--- src/rtl/decode_stage_if.sv ---
// Valid/ready bundle between fetch, the decode stage and execute.
// The master modport is the fetch/execute side; the slave modport is the decode stage.
interface decode_stage_if;
    logic        in_valid;
    logic        in_ready;
    logic [31:0] instr;
    logic        out_valid;
    logic        out_ready;
    logic        memtoreg;
    logic        memwrite;
    logic [1:0]  branchkind;
    logic        alusrcbimm;
    logic [4:0]  destreg;
    logic        regwrite;
    logic        dojump;
    logic        dojumpreg;
    logic [2:0]  alucontrol;
    logic        illegal;
    logic        mul_busy;

    modport master (
        output in_valid, instr, out_ready,
        input  in_ready, out_valid, memtoreg, memwrite, branchkind, alusrcbimm,
               destreg, regwrite, dojump, dojumpreg, alucontrol, illegal, mul_busy
    );

    modport slave (
        input  in_valid, instr, out_ready,
        output in_ready, out_valid, memtoreg, memwrite, branchkind, alusrcbimm,
               destreg, regwrite, dojump, dojumpreg, alucontrol, illegal, mul_busy
    );
endinterface

--- src/rtl/decode_stage.sv ---
// Registered MIPS decode stage: valid/ready in and out, load-use interlock and
// a MULTU busy sequencer that holds back dependent HI/LO accesses.
module decode_stage #(
    parameter int unsigned MUL_CYCLES       = 4,
    parameter bit          ENABLE_MULT      = 1'b1,
    parameter int unsigned LOAD_USE_BUBBLES = 1
) (
    input logic          clk,
    input logic          reset,
    decode_stage_if.slave bus
);
    typedef struct packed {
        logic       memtoreg;
        logic       memwrite;
        logic [1:0] branchkind;
        logic       alusrcbimm;
        logic [4:0] destreg;
        logic       regwrite;
        logic       dojump;
        logic       dojumpreg;
        logic [2:0] alucontrol;
        logic       illegal;
    } ctrl_t;

    localparam logic [5:0] OpRtype = 6'b000000;
    localparam logic [5:0] OpBltz  = 6'b000001;
    localparam logic [5:0] OpJ     = 6'b000010;
    localparam logic [5:0] OpJal   = 6'b000011;
    localparam logic [5:0] OpBeq   = 6'b000100;
    localparam logic [5:0] OpAddiu = 6'b001001;
    localparam logic [5:0] OpOri   = 6'b001101;
    localparam logic [5:0] OpLui   = 6'b001111;
    localparam logic [5:0] OpLw    = 6'b100011;
    localparam logic [5:0] OpSw    = 6'b101011;

    localparam logic [5:0] FnJr    = 6'b001000;
    localparam logic [5:0] FnMfhi  = 6'b010000;
    localparam logic [5:0] FnMflo  = 6'b010010;
    localparam logic [5:0] FnMultu = 6'b011001;
    localparam logic [5:0] FnAddu  = 6'b100001;
    localparam logic [5:0] FnSubu  = 6'b100011;
    localparam logic [5:0] FnAnd   = 6'b100100;
    localparam logic [5:0] FnOr    = 6'b100101;
    localparam logic [5:0] FnSltu  = 6'b101011;

    logic [5:0] op, funct;
    logic [4:0] rs, rt, rd;
    logic       unused_shamt;

    assign op           = bus.instr[31:26];
    assign rs           = bus.instr[25:21];
    assign rt           = bus.instr[20:16];
    assign rd           = bus.instr[15:11];
    assign funct        = bus.instr[5:0];
    assign unused_shamt = ^bus.instr[10:6];

    ctrl_t dec;
    logic  is_mult, is_multu, reads_rs, reads_rt;

    always_comb begin
        dec      = '0;
        is_mult  = 1'b0;
        is_multu = 1'b0;
        reads_rs = 1'b1;
        reads_rt = 1'b0;
        case (op)
            OpRtype: begin
                reads_rt     = 1'b1;
                dec.regwrite = 1'b1;
                dec.destreg  = rd;
                case (funct)
                    FnAddu:  dec.alucontrol = 3'b101;
                    FnSubu:  dec.alucontrol = 3'b001;
                    FnAnd:   dec.alucontrol = 3'b111;
                    FnOr:    dec.alucontrol = 3'b110;
                    FnSltu:  dec.alucontrol = 3'b000;
                    FnJr: begin
                        dec.alucontrol = 3'b101;
                        dec.regwrite   = 1'b0;
                        dec.destreg    = '0;
                        dec.dojumpreg  = 1'b1;
                    end
                    FnMultu: begin
                        dec.alucontrol = 3'b100;
                        dec.regwrite   = 1'b0;
                        dec.destreg    = '0;
                        is_mult        = ENABLE_MULT;
                        is_multu       = ENABLE_MULT;
                        dec.illegal    = !ENABLE_MULT;
                    end
                    FnMfhi, FnMflo: begin
                        dec.alucontrol = 3'b101;
                        is_mult        = ENABLE_MULT;
                        dec.illegal    = !ENABLE_MULT;
                    end
                    default: dec.illegal = 1'b1;
                endcase
            end
            OpLw: begin
                dec.alucontrol = 3'b101;
                dec.alusrcbimm = 1'b1;
                dec.destreg    = rt;
                dec.regwrite   = 1'b1;
                dec.memtoreg   = 1'b1;
            end
            OpSw: begin
                reads_rt       = 1'b1;
                dec.alucontrol = 3'b101;
                dec.alusrcbimm = 1'b1;
                dec.destreg    = rt;
                dec.memwrite   = 1'b1;
            end
            OpBeq: begin
                reads_rt       = 1'b1;
                dec.alucontrol = 3'b001;
                dec.branchkind = 2'b01;
            end
            OpBltz: begin
                dec.alucontrol = 3'b010;
                dec.branchkind = 2'b10;
            end
            OpAddiu, OpOri: begin
                dec.alucontrol = (op == OpOri) ? 3'b110 : 3'b101;
                dec.alusrcbimm = 1'b1;
                dec.destreg    = rt;
                dec.regwrite   = 1'b1;
            end
            OpLui: begin
                reads_rs       = 1'b0;
                dec.alucontrol = 3'b011;
                dec.alusrcbimm = 1'b1;
                dec.destreg    = rt;
                dec.regwrite   = 1'b1;
            end
            OpJ: begin
                reads_rs       = 1'b0;
                dec.alucontrol = 3'b010;
                dec.dojump     = 1'b1;
            end
            OpJal: begin
                reads_rs       = 1'b0;
                dec.alucontrol = 3'b101;
                dec.dojump     = 1'b1;
                dec.regwrite   = 1'b1;
                dec.destreg    = 5'd31;
            end
            default: dec.illegal = 1'b1;
        endcase
        // Illegal encodings issue with every side effect suppressed.
        if (dec.illegal) begin
            dec         = '0;
            dec.illegal = 1'b1;
        end
    end

    ctrl_t      ctrl_q;
    logic       out_valid_q, out_valid_d;
    logic [3:0] mul_cnt_q, mul_cnt_d;
    logic [1:0] lu_cnt_q, lu_cnt_d;
    logic [4:0] lu_dest_q, lu_dest_d;
    logic       in_fire, out_fire, lw_in_out, hit_out, hit_cnt, stall;

    assign in_fire  = bus.in_valid & bus.in_ready;
    assign out_fire = out_valid_q & bus.out_ready;

    // A LW still in the output register counts as armed before its bubble count starts.
    assign lw_in_out = out_valid_q & ctrl_q.memtoreg & (ctrl_q.destreg != 5'd0);
    assign hit_out   = (ctrl_q.destreg != 5'd0) &
                       ((reads_rs & (rs == ctrl_q.destreg)) | (reads_rt & (rt == ctrl_q.destreg)));
    assign hit_cnt   = (lu_dest_q != 5'd0) &
                       ((reads_rs & (rs == lu_dest_q)) | (reads_rt & (rt == lu_dest_q)));

    assign stall = bus.in_valid & ((is_mult & (mul_cnt_q != 4'd0)) |
                                   (lw_in_out & hit_out) |
                                   ((lu_cnt_q != 2'd0) & hit_cnt));

    assign bus.in_ready = reset & (!out_valid_q | bus.out_ready) & !stall;

    always_comb begin
        out_valid_d = out_valid_q;
        if (in_fire)       out_valid_d = 1'b1;
        else if (out_fire) out_valid_d = 1'b0;

        mul_cnt_d = mul_cnt_q;
        if (in_fire & is_multu)     mul_cnt_d = 4'(MUL_CYCLES);
        else if (mul_cnt_q != 4'd0) mul_cnt_d = mul_cnt_q - 4'd1;

        lu_cnt_d  = lu_cnt_q;
        lu_dest_d = lu_dest_q;
        if (out_fire & lw_in_out) begin
            lu_cnt_d  = 2'(LOAD_USE_BUBBLES);
            lu_dest_d = ctrl_q.destreg;
        end else if (lu_cnt_q != 2'd0) begin
            lu_cnt_d = lu_cnt_q - 2'd1;
        end
    end

    always_ff @(posedge clk or negedge reset) begin
        if (!reset) begin
            ctrl_q      <= '0;
            out_valid_q <= 1'b0;
            mul_cnt_q   <= '0;
            lu_cnt_q    <= '0;
            lu_dest_q   <= '0;
        end else begin
            if (in_fire) ctrl_q <= dec;
            out_valid_q <= out_valid_d;
            mul_cnt_q   <= mul_cnt_d;
            lu_cnt_q    <= lu_cnt_d;
            lu_dest_q   <= lu_dest_d;
        end
    end

    assign bus.out_valid  = out_valid_q;
    assign bus.memtoreg   = ctrl_q.memtoreg;
    assign bus.memwrite   = ctrl_q.memwrite;
    assign bus.branchkind = ctrl_q.branchkind;
    assign bus.alusrcbimm = ctrl_q.alusrcbimm;
    assign bus.destreg    = ctrl_q.destreg;
    assign bus.regwrite   = ctrl_q.regwrite;
    assign bus.dojump     = ctrl_q.dojump;
    assign bus.dojumpreg  = ctrl_q.dojumpreg;
    assign bus.alucontrol = ctrl_q.alucontrol;
    assign bus.illegal    = ctrl_q.illegal;
    assign bus.mul_busy   = (mul_cnt_q != 4'd0);
endmodule

--- src/flat_wrapper.sv ---
// flat-port wrapper written by rule: the top's interface ports become plain ports
module decode_stage_flat 
#(
    parameter int unsigned MUL_CYCLES       = 4,
    parameter bit          ENABLE_MULT      = 1'b1,
    parameter int unsigned LOAD_USE_BUBBLES = 1
)
  (clk, reset, bus_in_valid, bus_instr, bus_out_ready, bus_in_ready, bus_out_valid, bus_memtoreg, bus_memwrite, bus_branchkind, bus_alusrcbimm, bus_destreg, bus_regwrite, bus_dojump, bus_dojumpreg, bus_alucontrol, bus_illegal, bus_mul_busy);
  decode_stage_if bus_i ();
  input logic clk;
  input logic reset;
  input wire logic [$bits(bus_i.in_valid)-1:0] bus_in_valid;
  input wire logic [$bits(bus_i.instr)-1:0] bus_instr;
  input wire logic [$bits(bus_i.out_ready)-1:0] bus_out_ready;
  output wire logic [$bits(bus_i.in_ready)-1:0] bus_in_ready;
  output wire logic [$bits(bus_i.out_valid)-1:0] bus_out_valid;
  output wire logic [$bits(bus_i.memtoreg)-1:0] bus_memtoreg;
  output wire logic [$bits(bus_i.memwrite)-1:0] bus_memwrite;
  output wire logic [$bits(bus_i.branchkind)-1:0] bus_branchkind;
  output wire logic [$bits(bus_i.alusrcbimm)-1:0] bus_alusrcbimm;
  output wire logic [$bits(bus_i.destreg)-1:0] bus_destreg;
  output wire logic [$bits(bus_i.regwrite)-1:0] bus_regwrite;
  output wire logic [$bits(bus_i.dojump)-1:0] bus_dojump;
  output wire logic [$bits(bus_i.dojumpreg)-1:0] bus_dojumpreg;
  output wire logic [$bits(bus_i.alucontrol)-1:0] bus_alucontrol;
  output wire logic [$bits(bus_i.illegal)-1:0] bus_illegal;
  output wire logic [$bits(bus_i.mul_busy)-1:0] bus_mul_busy;
  assign bus_i.in_valid = bus_in_valid;
  assign bus_i.instr = bus_instr;
  assign bus_i.out_ready = bus_out_ready;
  assign bus_in_ready = bus_i.in_ready;
  assign bus_out_valid = bus_i.out_valid;
  assign bus_memtoreg = bus_i.memtoreg;
  assign bus_memwrite = bus_i.memwrite;
  assign bus_branchkind = bus_i.branchkind;
  assign bus_alusrcbimm = bus_i.alusrcbimm;
  assign bus_destreg = bus_i.destreg;
  assign bus_regwrite = bus_i.regwrite;
  assign bus_dojump = bus_i.dojump;
  assign bus_dojumpreg = bus_i.dojumpreg;
  assign bus_alucontrol = bus_i.alucontrol;
  assign bus_illegal = bus_i.illegal;
  assign bus_mul_busy = bus_i.mul_busy;
  decode_stage #(.MUL_CYCLES(MUL_CYCLES), .ENABLE_MULT(ENABLE_MULT), .LOAD_USE_BUBBLES(LOAD_USE_BUBBLES)) u_core (.clk(clk), .reset(reset), .bus(bus_i));
endmodule
--- config.mk ---
export PLATFORM = sky130hd
export DESIGN_NAME = decode_stage_flat
export DESIGN_NICKNAME = d
export VERILOG_FILES = /design/src/rtl/decode_stage_if.sv /design/src/rtl/decode_stage.sv /design/src/flat_wrapper.sv
export SDC_FILE = /design/constraint.sdc
export NUM_CORES = 1
export LEC_CHECK = 0
export CAP_MARGIN = 25
export CORE_ASPECT_RATIO = 0.9
export CORE_MARGIN = 1.5
export CORE_UTILIZATION = 44
export CTS_CLUSTER_DIAMETER = 60
export CTS_CLUSTER_SIZE = 40
export DETAILED_ROUTE_END_ITERATION = 12
export HOLD_SLACK_MARGIN = 0.15
export PLACE_DENSITY = 0.77
export SLEW_MARGIN = 20
export SYNTH_ARGS = -nofsm -noshare
export SYNTH_HDL_FRONTEND = slang
export SYNTH_SLANG_ARGS = --single-unit
--- constraint.sdc ---
create_clock -name clk -period 2.8 [get_ports clk]
set_input_delay 0.84 -clock clk [delete_from_list [all_inputs] [get_ports clk]]
set_output_delay 0.84 -clock clk [all_outputs]
set_load 0.03 [all_outputs]
==> impl_metrics.yaml <==
timing:
  hold-worst-slack_ns: 0.502
  period_needed_ns: 2.98
  fin_setup_tns_ns: -0.184
  timing_hold_violations_final: 0
  setup_viol: 1
  maxSlewViolCount: 0
  fin_skew_ns: 0.00689
  fmax_mhz: 335
  rsz0062_at_grt: "yes"
  post-route-period-util: 1.07
  relSlewSlack: 0.696
  tightest_slew_ns: 0.454
  setup_ws_ns: -0.184
worst_setup_path:
  rr_worst_depth: 9
  endpoint: "bus_in_ready"
  timing.rr.end: "u_core.mul_cnt_q[0]"
  worstSetupPathType: "reg2out"
  crit_path_end_kind: "output port"
  rr_startpoint: "u_core.bus.destreg[3]"
  critPathLaunch: "u_core.bus.destreg[3]"
  crit_required_ns: 1.96
  critPathArrivalTime_ns: 2.14
  cp-start-kind: "flip-flop"
  r2r_setup_slack_ns: 0.32
  critPathMaxFanout: 3
place:
  gp_congestion: 0.876
  hpwl_um: 4520
  numPortBuffers: 50
  dp_slack_ns: -0.639
synthesis:
  yosys.area.top_type_share: 0.347
  yosys.area.top_type: "dfrtp_1"
  ys_top_cells_by_area: "dfrtp_1, mux2_2, xnor2_1"
  syn_area_per_cell_um2: 9.43
  syn-num-nets: 261
  yosysMostFrequentCell: "dfrtp_1"
  yosysSeqAreaShare: 0.347
  synth_edf_count: 0
  yosys-top-cells-count: "dfrtp_1, nand2_1, mux2_2, xnor2_1, nor2_1"
  yosysWarnings: 0
  netlist_area_mm2: 0.00209
  ys.flop_type: "dfrtp_1"
  async_flop_share: 1.00
  synthCells: 222
  ys_ff_latch: 29
  synth.distinct_cells: 57
route:
  drc: 0
  ant_nets: 0
  vias: 2026
  vias_per_cell: 5.39
  dr.pass1.iters: 5
  drt_wl_total_um: 5810
  drt_iter0_markers: 186
  wl_per_cell_um: 15.4
pwr:
  p_per_area_mw_per_mm2: 454
  cellLeakagePower_uw: 0.00139
  worst_ir_drop_vdd_mv: 0.303
floorplan:
  dieWidth_um: 75.7
  ios: 56
  num_rows: 23
  core-area_mm2: 0.00452
  die_y_um: 68.4
  initial_utilization: 0.463
  design.die.area_mm2: 0.00518
layout:
  fin_nets: 353
  syn_to_final_growth_pct: 48.3
  drive_gt1_frac: 0.328
  diodes: 0
run_status:
  status: "complete, but fails checks"
  violations: "negative setup slack"
grt:
  grt_overflow_total: 0
  grt_usage: 0.236
  antenna_found_initial: 0
  grt_pass1_wl_um: 9060
  grt_pass1_vias: 1960
  grt_max_degree: 30
clocking:
  clk_pin_slew_worst_paths_ns: 0.06
  clk_root_buffer_cell: "clkbuf_8"
  htreeDepth: 2
  cts_tree: "yes"
  numCtsBuffers: 5
  cts-hold-fix-buffers: 0
  cts.sinks: 29
  ctsLongestPathBuffers: 2
  clk_latency_ns: 0.29
flow_run:
  cap_violations: 0
min_path:
  hold_class: "reg2reg"
registers in the layout (all words and copies together), names as in the netlist:
name,count
u_core.bus.destreg,5
u_core.lu_dest_q,5
u_core.mul_cnt_q,4
u_core.bus.alucontrol,3
u_core.bus.branchkind,2
u_core.lu_cnt_q,2
u_core.bus.alusrcbimm,1
u_core.bus.dojump,1
u_core.bus.dojumpreg,1
u_core.bus.illegal,1
u_core.bus.memtoreg,1
u_core.bus.memwrite,1
u_core.bus.out_valid,1
u_core.bus.regwrite,1
timing repair:
item | CTS | global route
cloned | 0 | 0
resized for setup | 58 | 0
pin swaps | 17 | 4
buffers inserted | 3 | 0
endpoints found under the setup margin | 2 | 1
routing by layer:
metal / global-route usage / vias up / routed length (um)
met1: 0.308 / 977 / 2640
met2: 0.394 / 58 / 2810
met5: 0 / - / 0
met4: 0.0714 / 0 / 68
met3: 0.0471 / 8 / 288
li1: - / 983 / -
where the power goes:
group	switching [uW]	internal [uW]	total [uW]
Clock	154	194	348
Combinational	276	259	535
Sequential	43.8	483	527
Total	474	936	1410
through the flow:
step,utilization,std cells,instance area [um^2],total power [uW]
2_1_floorplan,-,222,2140,856
3_3_place_gp,0.659,366,2980,1040
3_5_place_dp,0.659,366,2980,1070
4_1_cts,0.687,376,3100,1410
5_1_grt,0.687,376,3100,1490
6_report,0.687,376,3100,1410
layout by cell type (no fill, tap or decap), drive strengths merged, types with 2 or more instances in the layout:
master         instances
a21o                   2
or3                    2
a21oi                 11
nand2b                 3
nor4                   7
nor4b                  2
or2                    3
clkdlybuf4s50         26
mux2i                  3
o211ai                 2
a22oi                  6
nor2b                  3
xnor2                 17
nor2                  12
mux2                  20
nand3                  6
dlygate4sd2           15
buf                   52
nor3                   7
and3                   3
o22ai                  3
nor3b                  3
or3b                   2
clkbuf                 7
inv                   11
xor2                   7
or4                    2
o21ai                  8
nand2                 18
clkdlybuf4s15          2
dfrtp                 29
ha                     3
kinds of logic (layout without fill, tap and decap cells):
family / Yosys count / in the layout / synth area share
DFF: 29 / 29 / 0.347
adders and majority gates: 3 / 3 / 0.0179
xor gates and xnor gates: 24 / 24 / 0.100
buffers and inverters: 21 / 113 / 0.0478
muxes: 23 / 23 / 0.127
AOI/OAI and AO/OA: 46 / 46 / 0.153
and+or+nand+nor: 76 / 76 / 0.207
layout make-up:
cell class                      count  area (um^2)
Clock buffer                        7         86.3
Fill cell                         365         1410
Inverter                           11         41.3
Multi-Input combinational cell    172         1370
Sequential cell                    29          726
Tap cell                           62         77.6
Timing Repair Buffer               95          807
worst min path at each step:
| stage | startpoint | to | slack, ns | depth (start not counted) |
|---|---|---|---|---|
| after detailed placement | u_core.bus.illegal | u_core.bus.illegal | 0.49 | 1 |
| final | u_core.bus.illegal | u_core.bus.illegal | 0.50 | 1 |
| after global placement | u_core.bus.illegal | u_core.bus.illegal | 0.49 | 1 |
| after floorplan | u_core.mul_cnt_q[3] | u_core.mul_cnt_q[3] | 0.47 | 1 |
| after CTS | u_core.bus.illegal | u_core.bus.illegal | 0.51 | 1 |
| after global routing | u_core.bus.branchkind[0] | u_core.bus.branchkind[0] | 0.52 | 1 |
worst max-delay path, stage by stage (launching register included):
cell and delay, ns:
dfrtp_1 0.40, or4_4 0.54, o211ai_4 0.24, nor4_2 0.07
nor3_2 0.25, nand2_2 0.09, a21oi_4 0.13, buf_6 0.14
Note: power is estimated with default switching activity, not from simulation.
